`config.mk`:
```
export PLATFORM = sky130hd
export DESIGN_NAME = cmos_pattern_gen
export DESIGN_NICKNAME = d
export VERILOG_FILES = /design/src/rtl/cmos_pkg.sv /design/src/rtl/cmos_line_timer.sv /design/src/rtl/cmos_pattern_gen.sv
export SDC_FILE = /design/constraint.sdc
export NUM_CORES = 1
export LEC_CHECK = 0
export ABC_CLOCK_PERIOD_IN_PS = 3300
export BUFFER_PORTS_ARGS = -buffer_cell sky130_fd_sc_hd__clkbuf_2
export CAP_MARGIN = 10
export CELL_PAD_IN_SITES_DETAIL_PLACEMENT = 1
export CELL_PAD_IN_SITES_GLOBAL_PLACEMENT = 1
export CORE_ASPECT_RATIO = 0.5
export CORE_UTILIZATION = 35
export CTS_BUF_LIST = sky130_fd_sc_hd__clkbuf_8
export DETAILED_ROUTE_END_ITERATION = 6
export PLACE_DENSITY_LB_ADDON = 0.1
export SYNTH_ARGS = -nofsm -noshare
export SYNTH_HDL_FRONTEND = slang
export SYNTH_SLANG_ARGS = --single-unit
```
`constraint.sdc`:
```
create_clock -name clk -period 3.3 [get_ports clk]
set_input_delay 0.165 -clock clk [delete_from_list [all_inputs] [get_ports clk]]
set_output_delay 0.165 -clock clk [all_outputs]
set_load 0.01 [all_outputs]
```
`src/rtl/cmos_pkg.sv`:
```
// Shared types for the synthetic CMOS source: frame FSM states and test pattern codes.
package cmos_pkg;

   typedef enum logic [2:0] {
      ST_IDLE = 3'd0,
      ST_VS   = 3'd1,
      ST_VBP  = 3'd2,
      ST_ACT  = 3'd3,
      ST_VFP  = 3'd4
   } state_t;

   localparam logic [1:0] PAT_HRAMP = 2'd0;
   localparam logic [1:0] PAT_VRAMP = 2'd1;
   localparam logic [1:0] PAT_FLAT  = 2'd2;
   localparam logic [1:0] PAT_DOT   = 2'd3;

endpackage

```
`src/rtl/cmos_line_timer.sv`:
```
// Pixel counter across one line of L cycles; held at 0 while not running.
module cmos_line_timer #(
   parameter int  L  = 800,
   localparam int XW = (L > 1) ? $clog2(L) : 1
) (
   input  logic          clk,
   input  logic          rst_n,
   input  logic          run,
   output logic [XW-1:0] x,
   output logic          line_end
);

   assign line_end = run && (x == XW'(L - 1));

   always_ff @(posedge clk or posedge rst_n) begin
      if (rst_n)
         x <= '0;
      else if (!run || line_end)
         x <= '0;
      else
         x <= x + 1'b1;
   end

endmodule

```
`src/rtl/cmos_pattern_gen.sv`:
```
// Synthetic camera source: vsync/href/8-bit pixel frames with selectable test patterns.
module cmos_pattern_gen
   import cmos_pkg::*;
#(
   parameter int H_ACTIVE  = 640,
   parameter int H_BLANK   = 160,
   parameter int V_ACTIVE  = 480,
   parameter int VS_LINES  = 2,
   parameter int VBP_LINES = 23,
   parameter int VFP_LINES = 10
) (
   input  logic       clk,
   input  logic       rst_n,
   input  logic       enable,
   input  logic [1:0] pattern_sel,
   input  logic [7:0] peak_value,
   output logic       cmos_frame_vsync,
   output logic       cmos_frame_href,
   output logic [7:0] cmos_frame_data,
   output logic       frame_done
);

   localparam int L    = H_ACTIVE + H_BLANK;
   localparam int XW   = (L > 1) ? $clog2(L) : 1;
   localparam int YM1  = (VS_LINES > VBP_LINES) ? VS_LINES : VBP_LINES;
   localparam int YM2  = (V_ACTIVE > VFP_LINES) ? V_ACTIVE : VFP_LINES;
   localparam int YMAX = (YM1 > YM2) ? YM1 : YM2;
   localparam int YW   = (YMAX > 1) ? $clog2(YMAX) : 1;

   state_t          state, state_nx;
   logic [YW-1:0]   y, y_nx;
   logic [XW-1:0]   x;
   logic            line_end, last_line, frame_last, start;
   logic [1:0]      pat_q;
   logic [7:0]      peak_q;
   logic            href_nx;
   logic [7:0]      pix;

   cmos_line_timer #(.L(L)) u_line_timer (
      .clk      (clk),
      .rst_n    (rst_n),
      .run      (state != ST_IDLE),
      .x        (x),
      .line_end (line_end)
   );

   always_comb begin
      last_line = 1'b0;
      case (state)
         ST_VS:   last_line = (y == YW'(VS_LINES - 1));
         ST_VBP:  last_line = (y == YW'(VBP_LINES - 1));
         ST_ACT:  last_line = (y == YW'(V_ACTIVE - 1));
         ST_VFP:  last_line = (y == YW'(VFP_LINES - 1));
         default: last_line = 1'b0;
      endcase
   end

   always_comb begin
      state_nx   = state;
      y_nx       = y;
      start      = 1'b0;
      frame_last = 1'b0;
      case (state)
         ST_IDLE: begin
            if (enable) begin
               state_nx = ST_VS;
               start    = 1'b1;
            end
         end
         ST_VS, ST_VBP, ST_ACT, ST_VFP: begin
            if (line_end) begin
               if (!last_line) begin
                  y_nx = y + 1'b1;
               end else begin
                  y_nx = '0;
                  case (state)
                     ST_VS:   state_nx = (VBP_LINES > 0) ? ST_VBP : ST_ACT;
                     ST_VBP:  state_nx = ST_ACT;
                     ST_ACT:  if (VFP_LINES > 0) state_nx = ST_VFP;
                              else frame_last = 1'b1;
                     default: frame_last = 1'b1;
                  endcase
               end
            end
         end
         default: state_nx = ST_IDLE;
      endcase
      // Back-to-back frames: the next frame starts on the edge that ends this one.
      if (frame_last) begin
         state_nx = enable ? ST_VS : ST_IDLE;
         start    = enable;
      end
   end

   always_ff @(posedge clk or posedge rst_n) begin
      if (rst_n) begin
         state  <= ST_IDLE;
         y      <= '0;
         pat_q  <= PAT_HRAMP;
         peak_q <= '0;
      end else begin
         state <= state_nx;
         y     <= y_nx;
         if (start) begin
            pat_q  <= pattern_sel;
            peak_q <= peak_value;
         end
      end
   end

   assign href_nx = (state == ST_ACT) && (x < XW'(H_ACTIVE));

   always_comb begin
      pix = '0;
      case (pat_q)
         PAT_HRAMP: pix = 8'(x);
         PAT_VRAMP: pix = 8'(y);
         PAT_FLAT:  pix = peak_q;
         default:   pix = ((x == XW'(H_ACTIVE / 2)) && (y == YW'(V_ACTIVE / 2))) ? peak_q : 8'd0;
      endcase
   end

   always_ff @(posedge clk or posedge rst_n) begin
      if (rst_n) begin
         cmos_frame_vsync <= 1'b0;
         cmos_frame_href  <= 1'b0;
         cmos_frame_data  <= '0;
         frame_done       <= 1'b0;
      end else begin
         cmos_frame_vsync <= (state == ST_VS);
         cmos_frame_href  <= href_nx;
         cmos_frame_data  <= href_nx ? pix : 8'd0;
         frame_done       <= frame_last;
      end
   end

endmodule

```
# After elaboration in Yosys (flattened, before gate mapping)
# Index checks and enable logic that the tools add are counted.
[op_classes]
add_sub_neg = 2
order_cmp = 1
eq_ne = 17
muxes = 20
n_reduce_logical = 12
[op_table]
columns = ["operator", "count"]
rows = [
  ["case mux 8 bit (3 select lines)", 1],
  ["2-to-1 mux 8 bit", 2],
  ["2-to-1 mux 3 bit", 4],
  ["adder 10 x 1 -> 10 bit (second input constant)", 1],
  ["== test 10 bit (second input constant)", 1],
  ["== test 10 x 9 -> 1 bit (second input constant)", 1],
  ["less-than comparator 10 bit (second input constant)", 1],
  ["2-to-1 mux 10 bit", 1],
  ["adder 9 x 1 -> 9 bit (second input constant)", 1],
  ["== test 9 x 1 -> 1 bit (second input constant)", 1],
  ["== test 9 x 4 -> 1 bit (second input constant)", 1],
  ["== test 9 x 5 -> 1 bit (second input constant)", 1],
  ["== test 9 x 8 -> 1 bit (second input constant)", 1],
  ["== test 9 bit (second input constant)", 1],
  ["2-to-1 mux 9 bit", 1],
  ["case mux 3 bit (3 select lines)", 1],
  ["2-to-1 mux 1 bit", 8],
  ["== test 3 x 2 -> 1 bit (second input constant)", 2],
  ["inequality test 3 bit (second input constant)", 2],
  ["case mux 3 bit (2 select lines)", 1],
  ["inequality test 5 bit (second input constant)", 1],
  ["case mux 1 bit (4 select lines)", 1],
  ["AND reduction 4 bit", 1],
  ["OR reduction 4 bit", 1],
  ["13 further kinds", 15],
]
[word_totals]
reg_bits = 43
out_inout_bits = 11
word_cells = 61

# Longest topological paths before layout
# Gate-level depths: netlist (run 1).
[depth]
depth_word = 8
ltp_mapped = 8

# Cells and area by module
# A second synthesis (run 1) with hierarchy kept.
[hier_totals]
hier_cells = 238
area_unflattened_um2 = 2327.2
[modules_own_cells]
columns = ["module", "instances", "cells_each", "area_per_inst_um2", "seq_area_each_um2"]
rows = [
  ["cmos_pattern_gen", 1, 188, 1831.8, 825.8],
  ["cmos_line_timer", 1, 50, 495.5, 250.2],
]

# Worst setup path before layout (run 1)
# Ideal clock, no wire load.
[synth_timing]
path_type = "register -> register"
from = "register u_line_timer.x[5]"
to = "register pat_q[1]"
arrival_ns = 2.227
t_required_ns = 3.175
setup_slack_ns = 0.948
path_stages_with_launch = 8
n_path_buf = 1
synth_period_minus_slack_ns = 2.352
cell_sequence = "dfrtp_1 -> or3b_4 -> or3_4 -> nor4_4 -> o211ai_4 -> a21oi_2 -> buf_6 -> mux2_4"
[synth_between]
elab_chain_len = 5
[synth_lines]
columns = ["element", "line", "text"]
rows = [
  ["start, declared", "cmos_line_timer.sv:9", "output logic [XW-1:0] x,"],
  ["start signal, assigned", "cmos_line_timer.sv:21", "x <= x + 1'b1;"],
  ["== test 10 bit", "cmos_line_timer.sv:13", "assign line_end = run && (x == XW'(L - 1));"],
  ["logical AND 1 bit", "cmos_line_timer.sv:13", ""],
  ["2-to-1 mux 1 bit", "cmos_pattern_gen.sv:71", "if (line_end) begin"],
  ["2-to-1 mux 1 bit", "cmos_pattern_gen.sv:63", "case (state)"],
  ["2-to-1 mux 1 bit", "cmos_pattern_gen.sv:89", "if (frame_last) begin"],
  ["end signal, assigned", "cmos_pattern_gen.sv:105", "pat_q <= pattern_sel;"],
  ["end, declared", "cmos_pattern_gen.sv:34", "logic [1:0] pat_q;"],
]
# Every way passes these cells.
# A chain may end at the register's enable or synchronous reset.

# Final worst setup path (run 1)
[layout_timing]
from = "register u_line_timer.x[5]"
to = "register pat_q[0]"
# The elaborated chain is that of the path after synthesis.

==> results of run 1 <==
==> cells by family (layout without fill, tap and decap cells) <==
kind of cell,Yosys count,in the layout
flops,43,43
buf+inv,22,43
fa+ha+maj,4,4
simple gates,90,90
compound gates,43,43
xor+xnor,7,7
mux,19,19
==> area by class of cell <==
class	count	area [sq um]	area share [%]
clock inverter	1	5.00	0.195
timing repair buffer	25	130	5.08
multi-input combinational	163	1120	43.6
sequential	43	1080	42.0
tap	88	110	4.30
inverter	11	41.3	1.61
clock buffer	6	82.6	3.22
==> worst min path at each step <==
stage,to,slack [ns]
CTS,cmos_frame_data[0],0.003
floorplan,pat_q[1],0.31
finish,cmos_frame_data[0],-0.02
global route,cmos_frame_data[0],0.03
global placement,cmos_frame_data[5],0.31
detailed placement,cmos_frame_data[0],0.32
==> worst register-to-register path: stages, from the launching register on <==
cell and delay [ns]:
sky130_fd_sc_hd__dfrtp_1 0.46, sky130_fd_sc_hd__or3b_4 0.43, sky130_fd_sc_hd__or3_4 0.35, sky130_fd_sc_hd__nor4_4 0.27, sky130_fd_sc_hd__o211ai_4 0.16, sky130_fd_sc_hd__a21oi_2 0.19, sky130_fd_sc_hd__buf_4 0.25, sky130_fd_sc_hd__mux2_2 0.36
==> synthesized netlist by cell type, types with 5 or more instances <==
cell,instances
sky130_fd_sc_hd__xor2_1,5
sky130_fd_sc_hd__mux2_4,9
sky130_fd_sc_hd__nor2_1,35
sky130_fd_sc_hd__clkbuf_1,8
sky130_fd_sc_hd__nor3_1,5
sky130_fd_sc_hd__a21oi_1,12
sky130_fd_sc_hd__or3_1,5
sky130_fd_sc_hd__nand2_1,10
sky130_fd_sc_hd__and3_1,6
sky130_fd_sc_hd__o21ai_0,13
sky130_fd_sc_hd__mux2i_1,9
sky130_fd_sc_hd__dfrtp_1,43
sky130_fd_sc_hd__inv_1,11
sky130_fd_sc_hd__nand3_1,8
==> through the flow <==
stage               hold WS, ns  cell area [sq um]  util [%]
finish                  -0.0162               2560      41.4
global route             0.0300               2560      41.4
CTS                     0.00289               2560      41.4
detailed placement        0.316               2470      40.0
global placement          0.308               2470      40.0
floorplan                 0.313               2280         -
==> sequential cells by signal, summed over array words and instances (netlist names) <==
| register | cells |
|---|---|
| frame_done | 1 |
| peak_q | 8 |
| state | 3 |
| cmos_frame_href | 1 |
| cmos_frame_vsync | 1 |
| u_line_timer.x | 10 |
| cmos_frame_data | 8 |
| y | 9 |
| pat_q | 2 |
==> report_power, final <==
part / total (W) / leakage (nW) / internal (W) / switching, W
clock: 0.000337 / 0.0470 / 0.000164 / 0.000173
sequential: 0.000703 / 0.563 / 0.000601 / 0.000103
combinational: 0.000250 / 0.574 / 0.000140 / 0.000110
==> layer usage <==
layer	vias up	global-route usage [%]
met1	867	26.4
li1	835	-
met4	0	4.40
met2	21	26.0
met3	5	3.78
met5	-	0
==> results.sh, run 1 <==
export IMPL_hold_worst_slack_ns=-0.0162
export IMPL_class_of_the_most_critical_hold_timing_path="input pin to async pin"
export IMPL_wl_met3_um=142
export IMPL_postCtsResizedCells=0
export IMPL_vias_in_the_first_global_route=1736
export IMPL_fp_dieW_um=116
export IMPL_maxClockFrequency_mhz=390
export IMPL_antenna_violating_nets_post_route=0
export IMPL_critPathLaunchType="flip-flop"
export IMPL_fin_tns_setup_ns=0
export IMPL_synth_mux_area_fraction_pct=10.4
export IMPL_p_per_area_mw_per_mm2=504
export IMPL_syn_area_per_cell_sq_um=10.0
export IMPL_fin_nets=266
export IMPL_initial_utilization_pct=36.9
export IMPL_yosys_register_bits=43
export IMPL_clk_pin_slew_ns=0.08
export IMPL_rsz0062_at_grt="false"
export IMPL_drive_above_1_share_pct=19.7
export IMPL_place_worst_setup_slack_ns=0.754
export IMPL_end_kind="flip-flop"
export IMPL_cts_buffer_depth=2
export IMPL_total_stage_count_of_the_critical_path=7
export IMPL_clock_skew_ns=0.00503
export IMPL_design_portCount=24
export IMPL_synth_cell_type_count=47
export IMPL_async_reset_ff_share_pct=100
export IMPL_layout_area_overhead_vs_synth_pct=12.2
export IMPL_groute_usage_overall_pct=17.7
export IMPL_yosys_area_share_adder_pct=2.19
export IMPL_layout_min_cycle_time_ns=2.56
export IMPL_route_met2_wl_um=2320
export IMPL_leading_cell_type_in_the_layout_fill_and_taps_excluded="sky130_fd_sc_hd__dfrtp_1"
export IMPL_critical_path_reg2reg_startpoint="u_line_timer.x[5]"
export IMPL_worst_path_largest_cell_delay_ns=0.46
export IMPL_vias=1728
export IMPL_area_share_of_and_or_nand_nor_cells_after_synthesis_pct=20.7
export IMPL_synth_compound_area_share_pct=12.9
export IMPL_timing_slew_headroom_pct=56.3
export IMPL_detailedPlacementHpwl_um=3980
export IMPL_synthXorXnorAreaFrac_pct=2.69
export IMPL_startpoint_to_endpoint_class_of_the_critical_path="flip-flop to flip-flop"
export IMPL_finalWorstSetupSlack_ns=0.739
export IMPL_worstPathRequired_ns=3.48
export IMPL_cts_tree="yes"
export IMPL_ctsHtreeMaxLevel=2
export IMPL_detailedRoute_firstIterationViolations=102
export IMPL_reg2reg_slack_ns=0.74
export IMPL_synth_edf_count=0
export IMPL_synth_largest_area_cell="sky130_fd_sc_hd__dfrtp_1"
export IMPL_synth_seq_area_share_pct=47.1
export IMPL_antennaDiodeCount=0
export IMPL_dieHeight_um=59.1
export IMPL_wl_per_cell_um=16.2
export IMPL_clock_insertion_delay_worst_skew_ns=0.29
export IMPL_max_cap_viol_count=0
export IMPL_placeableCoreArea_sq_mm=0.00618
export IMPL_critPathLaunch="u_line_timer.x[5]"
export IMPL_drt_wl_total_um=5450
export IMPL_crit_chain="or3b_4, or3_4, nor4_4, o211ai_4, a21oi_2, buf_4, mux2_2"
export IMPL_ys_warn_count=0
export IMPL_crit_family="simple AND/OR/NAND/NOR gates"
export IMPL_drt_first_pass_iters=4
export IMPL_path_buf_inv=1
export IMPL_yosys_top_cells_area="sky130_fd_sc_hd__dfrtp_1 47%, sky130_fd_sc_hd__mux2_4 5.9%, sky130_fd_sc_hd__nor2_1 5.8%"
export IMPL_cellLeakagePower_nw=1.18
export IMPL_clock_tree_root_cell="sky130_fd_sc_hd__clkbuf_8"
export IMPL_netlist_area_leader_share_pct=47.1
export IMPL_worst_slew_pin_slew_ns=0.654
export IMPL_grt_max_degree=44
export IMPL_die_area_sq_mm=0.00687
export IMPL_gp_congestion=0.797
export IMPL_vias_per_cell=5.13
export IMPL_run_status="finished with violations"
export IMPL_rows=20
export IMPL_mappedNetlistNets=245
export IMPL_drc=0
export IMPL_synth_main_ff_cell="sky130_fd_sc_hd__dfrtp_1"
export IMPL_critical_path_endpoint="pat_q[0]"
export IMPL_drv_slew=0
export IMPL_slowest_cell_on_crit_path="sky130_fd_sc_hd__dfrtp_1"
export IMPL_placement_io_buffers=23
export IMPL_worst_ep_arrival_time_ns=2.74
export IMPL_dr_max_layer_used="met4"
export IMPL_timing_final_setup_violations=0
export IMPL_tritoncts_num_buffers=5
export IMPL_worst_path_max_fanout=10
export IMPL_synthCells=228
export IMPL_r2r_cells=7
export IMPL_m1WireLength_um=2950
export IMPL_layout_cells_most_common_list="43 x sky130_fd_sc_hd__dfrtp_1, 35 x sky130_fd_sc_hd__nor2_1, 23 x sky130_fd_sc_hd__clkbuf_2"
export IMPL_grt_pass1_wl_um=9110
export IMPL_failing_checks="hold timing"
export IMPL_total_power_w=0.00129
export IMPL_dominant_combinational_cell_family_by_area_after_synthesis="simple AND/OR/NAND/NOR gates"
export IMPL_layout_cells_non_filler=337
export IMPL_report_final_hold_viol_count=43
export IMPL_ctsHoldBuffers=0
export IMPL_grt_overflow_total=0
export IMPL_max_vdd_ir_drop_mv=0.145
export IMPL_fill_cells=729
export IMPL_antenna_found_initial=0
export IMPL_total_number_of_clock_tree_sinks=43
export IMPL_dp_cells=330
export IMPL_syn_cell_area_sq_mm=0.00228
export IMPL_regToRegEndpoint="pat_q[0]"
export IMPL_fin_crit_sh_pct=77.6
export IMPL_cts_setup_buffers=0
(Power assumes the default switching activity.)
==> inputs of run 2 (changes only) <==
Settings changed: ABC_CLOCK_PERIOD_IN_PS 3300 to 2500.
Clock period 3.3 ns to 2.5 ns, I/O delays scaled along.
==> results.sh, run 2 (same netlist as run 1, synthesis figures left out) <==
export IMPL_hold_worst_slack_ns=0.0472
export IMPL_drv_slew=0
export IMPL_timing_final_setup_violations=0
export IMPL_grt_overflow_total=0
export IMPL_run_status="finished clean"
export IMPL_fp_dieW_um=116
export IMPL_vias=1741
export IMPL_antenna_found_initial=0
export IMPL_clock_skew_ns=0.00707
export IMPL_crit_chain="or3b_4, or3_4, nor4_4, o211ai_4, a21oi_4, buf_12, mux2_4"
export IMPL_cellLeakagePower_nw=1.24
export IMPL_worstPathRequired_ns=2.69
export IMPL_ctsHtreeMaxLevel=2
export IMPL_placeableCoreArea_sq_mm=0.00618
export IMPL_tritoncts_num_buffers=5
export IMPL_drc=0
export IMPL_drt_first_pass_iters=4
export IMPL_fin_crit_sh_pct=93.8
export IMPL_worst_ep_arrival_time_ns=2.53
export IMPL_path_buf_inv=1
export IMPL_placement_io_buffers=23
export IMPL_layout_min_cycle_time_ns=2.34
export IMPL_initial_utilization_pct=36.9
export IMPL_fill_cells=719
export IMPL_grt_max_degree=26
export IMPL_die_area_sq_mm=0.00687
export IMPL_design_portCount=24
export IMPL_layout_cells_non_filler=346
export IMPL_class_of_the_most_critical_hold_timing_path="input pin to flip-flop"
export IMPL_end_kind="flip-flop"
export IMPL_layout_cells_most_common_list="43 x sky130_fd_sc_hd__dfrtp_1, 35 x sky130_fd_sc_hd__nor2_1, 23 x sky130_fd_sc_hd__clkbuf_2"
export IMPL_p_per_area_mw_per_mm2=682
export IMPL_timing_slew_headroom_pct=54.8
export IMPL_rows=20
export IMPL_report_final_hold_viol_count=0
export IMPL_vias_in_the_first_global_route=1772
export IMPL_worst_path_max_fanout=9
export IMPL_max_cap_viol_count=0
export IMPL_slowest_cell_on_crit_path="sky130_fd_sc_hd__or3b_4"
export IMPL_drt_wl_total_um=5590
export IMPL_grt_pass1_wl_um=9110
export IMPL_rsz0062_at_grt="false"
export IMPL_antennaDiodeCount=0
export IMPL_vias_per_cell=5.03
export IMPL_top_regs="u_line_timer.x x10, y x9"
export IMPL_dp_cells=337
export IMPL_detailedRoute_firstIterationViolations=55
export IMPL_gp_congestion=0.803
export IMPL_detailedPlacementHpwl_um=4220
export IMPL_final_design_area_no_fill_sq_mm=0.00267
export IMPL_clock_insertion_delay_worst_skew_ns=0.30
export IMPL_crit_family="simple AND/OR/NAND/NOR gates"
export IMPL_clock_tree_root_cell="sky130_fd_sc_hd__clkbuf_8"
export IMPL_largest_register_ffs=10
export IMPL_reg2reg_slack_ns=0.16
export IMPL_max_vdd_ir_drop_mv=0.212
export IMPL_cts_buffer_depth=2
export IMPL_fin_tns_setup_ns=0
export IMPL_dieHeight_um=59.1
export IMPL_layout_area_overhead_vs_synth_pct=16.9
export IMPL_maxClockFrequency_mhz=427
export IMPL_antenna_violating_nets_post_route=0
export IMPL_groute_usage_overall_pct=18.0
export IMPL_worst_slew_pin_slew_ns=0.674
export IMPL_leading_cell_type_in_the_layout_fill_and_taps_excluded="sky130_fd_sc_hd__dfrtp_1"
export IMPL_multi_input_area_sq_mm=0.00112
export IMPL_startpoint_to_endpoint_class_of_the_critical_path="flip-flop to flip-flop"
export IMPL_largest_register="u_line_timer.x"
export IMPL_fin_nets=274
export IMPL_wl_per_cell_um=16.2
export IMPL_cts_tree="yes"
export IMPL_total_number_of_clock_tree_sinks=43
export IMPL_drive_above_1_share_pct=22.1
export IMPL_worst_path_largest_cell_delay_ns=0.41
export IMPL_layout_area_seq_sq_mm=0.00108
export IMPL_clk_pin_slew_ns=0.09
export IMPL_critPathLaunchType="flip-flop"
export IMPL_place_area_sq_mm=0.00254
run 2: final timing paths:
kind / from / to / depth (start not counted)
max reg2reg: u_line_timer.x[5] / peak_q[6] / 7
max: u_line_timer.x[5] / peak_q[6] / 7
max in group asynchronous: rst_n / state[2] / 4
min reg2reg: peak_q[2] / peak_q[2] / 1
min in group asynchronous: rst_n / u_line_timer.x[0] / 3
min: pattern_sel[0] / pat_q[0] / 2
run 2: per-layer routing:
layer | share of wire (%) | vias to the layer above | track usage (%)
met5 | 0 | - | 0
met1 | 52 | 856 | 26.5
li1 | - | 848 | -
met4 | 0.68 | 0 | 4.40
met2 | 42 | 32 | 26.8
met3 | 4.6 | 5 | 4.09
run 2: power breakdown:
part	internal [W]	leakage [nW]	switching, W	total [W]
clock	0.000298	0.0581	0.000254	0.000551
combinational	0.000198	0.620	0.000147	0.000345
sequential	0.000793	0.563	0.000131	0.000923
total	0.00129	1.24	0.000532	0.00182
run 2: repair_timing:
item | CTS | global route
gates resized for setup | 0 | 1
hold endpoints to repair | 18 | 0
buffers inserted | 0 | 0
setup endpoints to repair | 0 | 1
hold buffers | 1 | 0
run 2: cell type report:
| cell class | instances | area share, % |
|---|---|---|
| tap | 88 | 4.13 |
| sequential | 43 | 40.3 |
| timing repair buffer | 33 | 7.69 |
| multi-input combinational | 163 | 42.1 |
| inverter | 11 | 1.55 |
| clock buffer | 5 | 2.58 |
| clock inverter | 3 | 1.64 |
run 2: through the flow:
stage / setup WS, ns / total power (W) / utilization (%)
2_1_floorplan: 0.148 / 0.00118 / -
3_3_place_gp: 0.161 / 0.00127 / 41.1
3_5_place_dp: 0.119 / 0.00129 / 41.1
4_1_cts: 0.103 / 0.00184 / 43.1
5_1_grt: 0.0573 / 0.00192 / 43.2
6_report: 0.156 / 0.00182 / 43.2
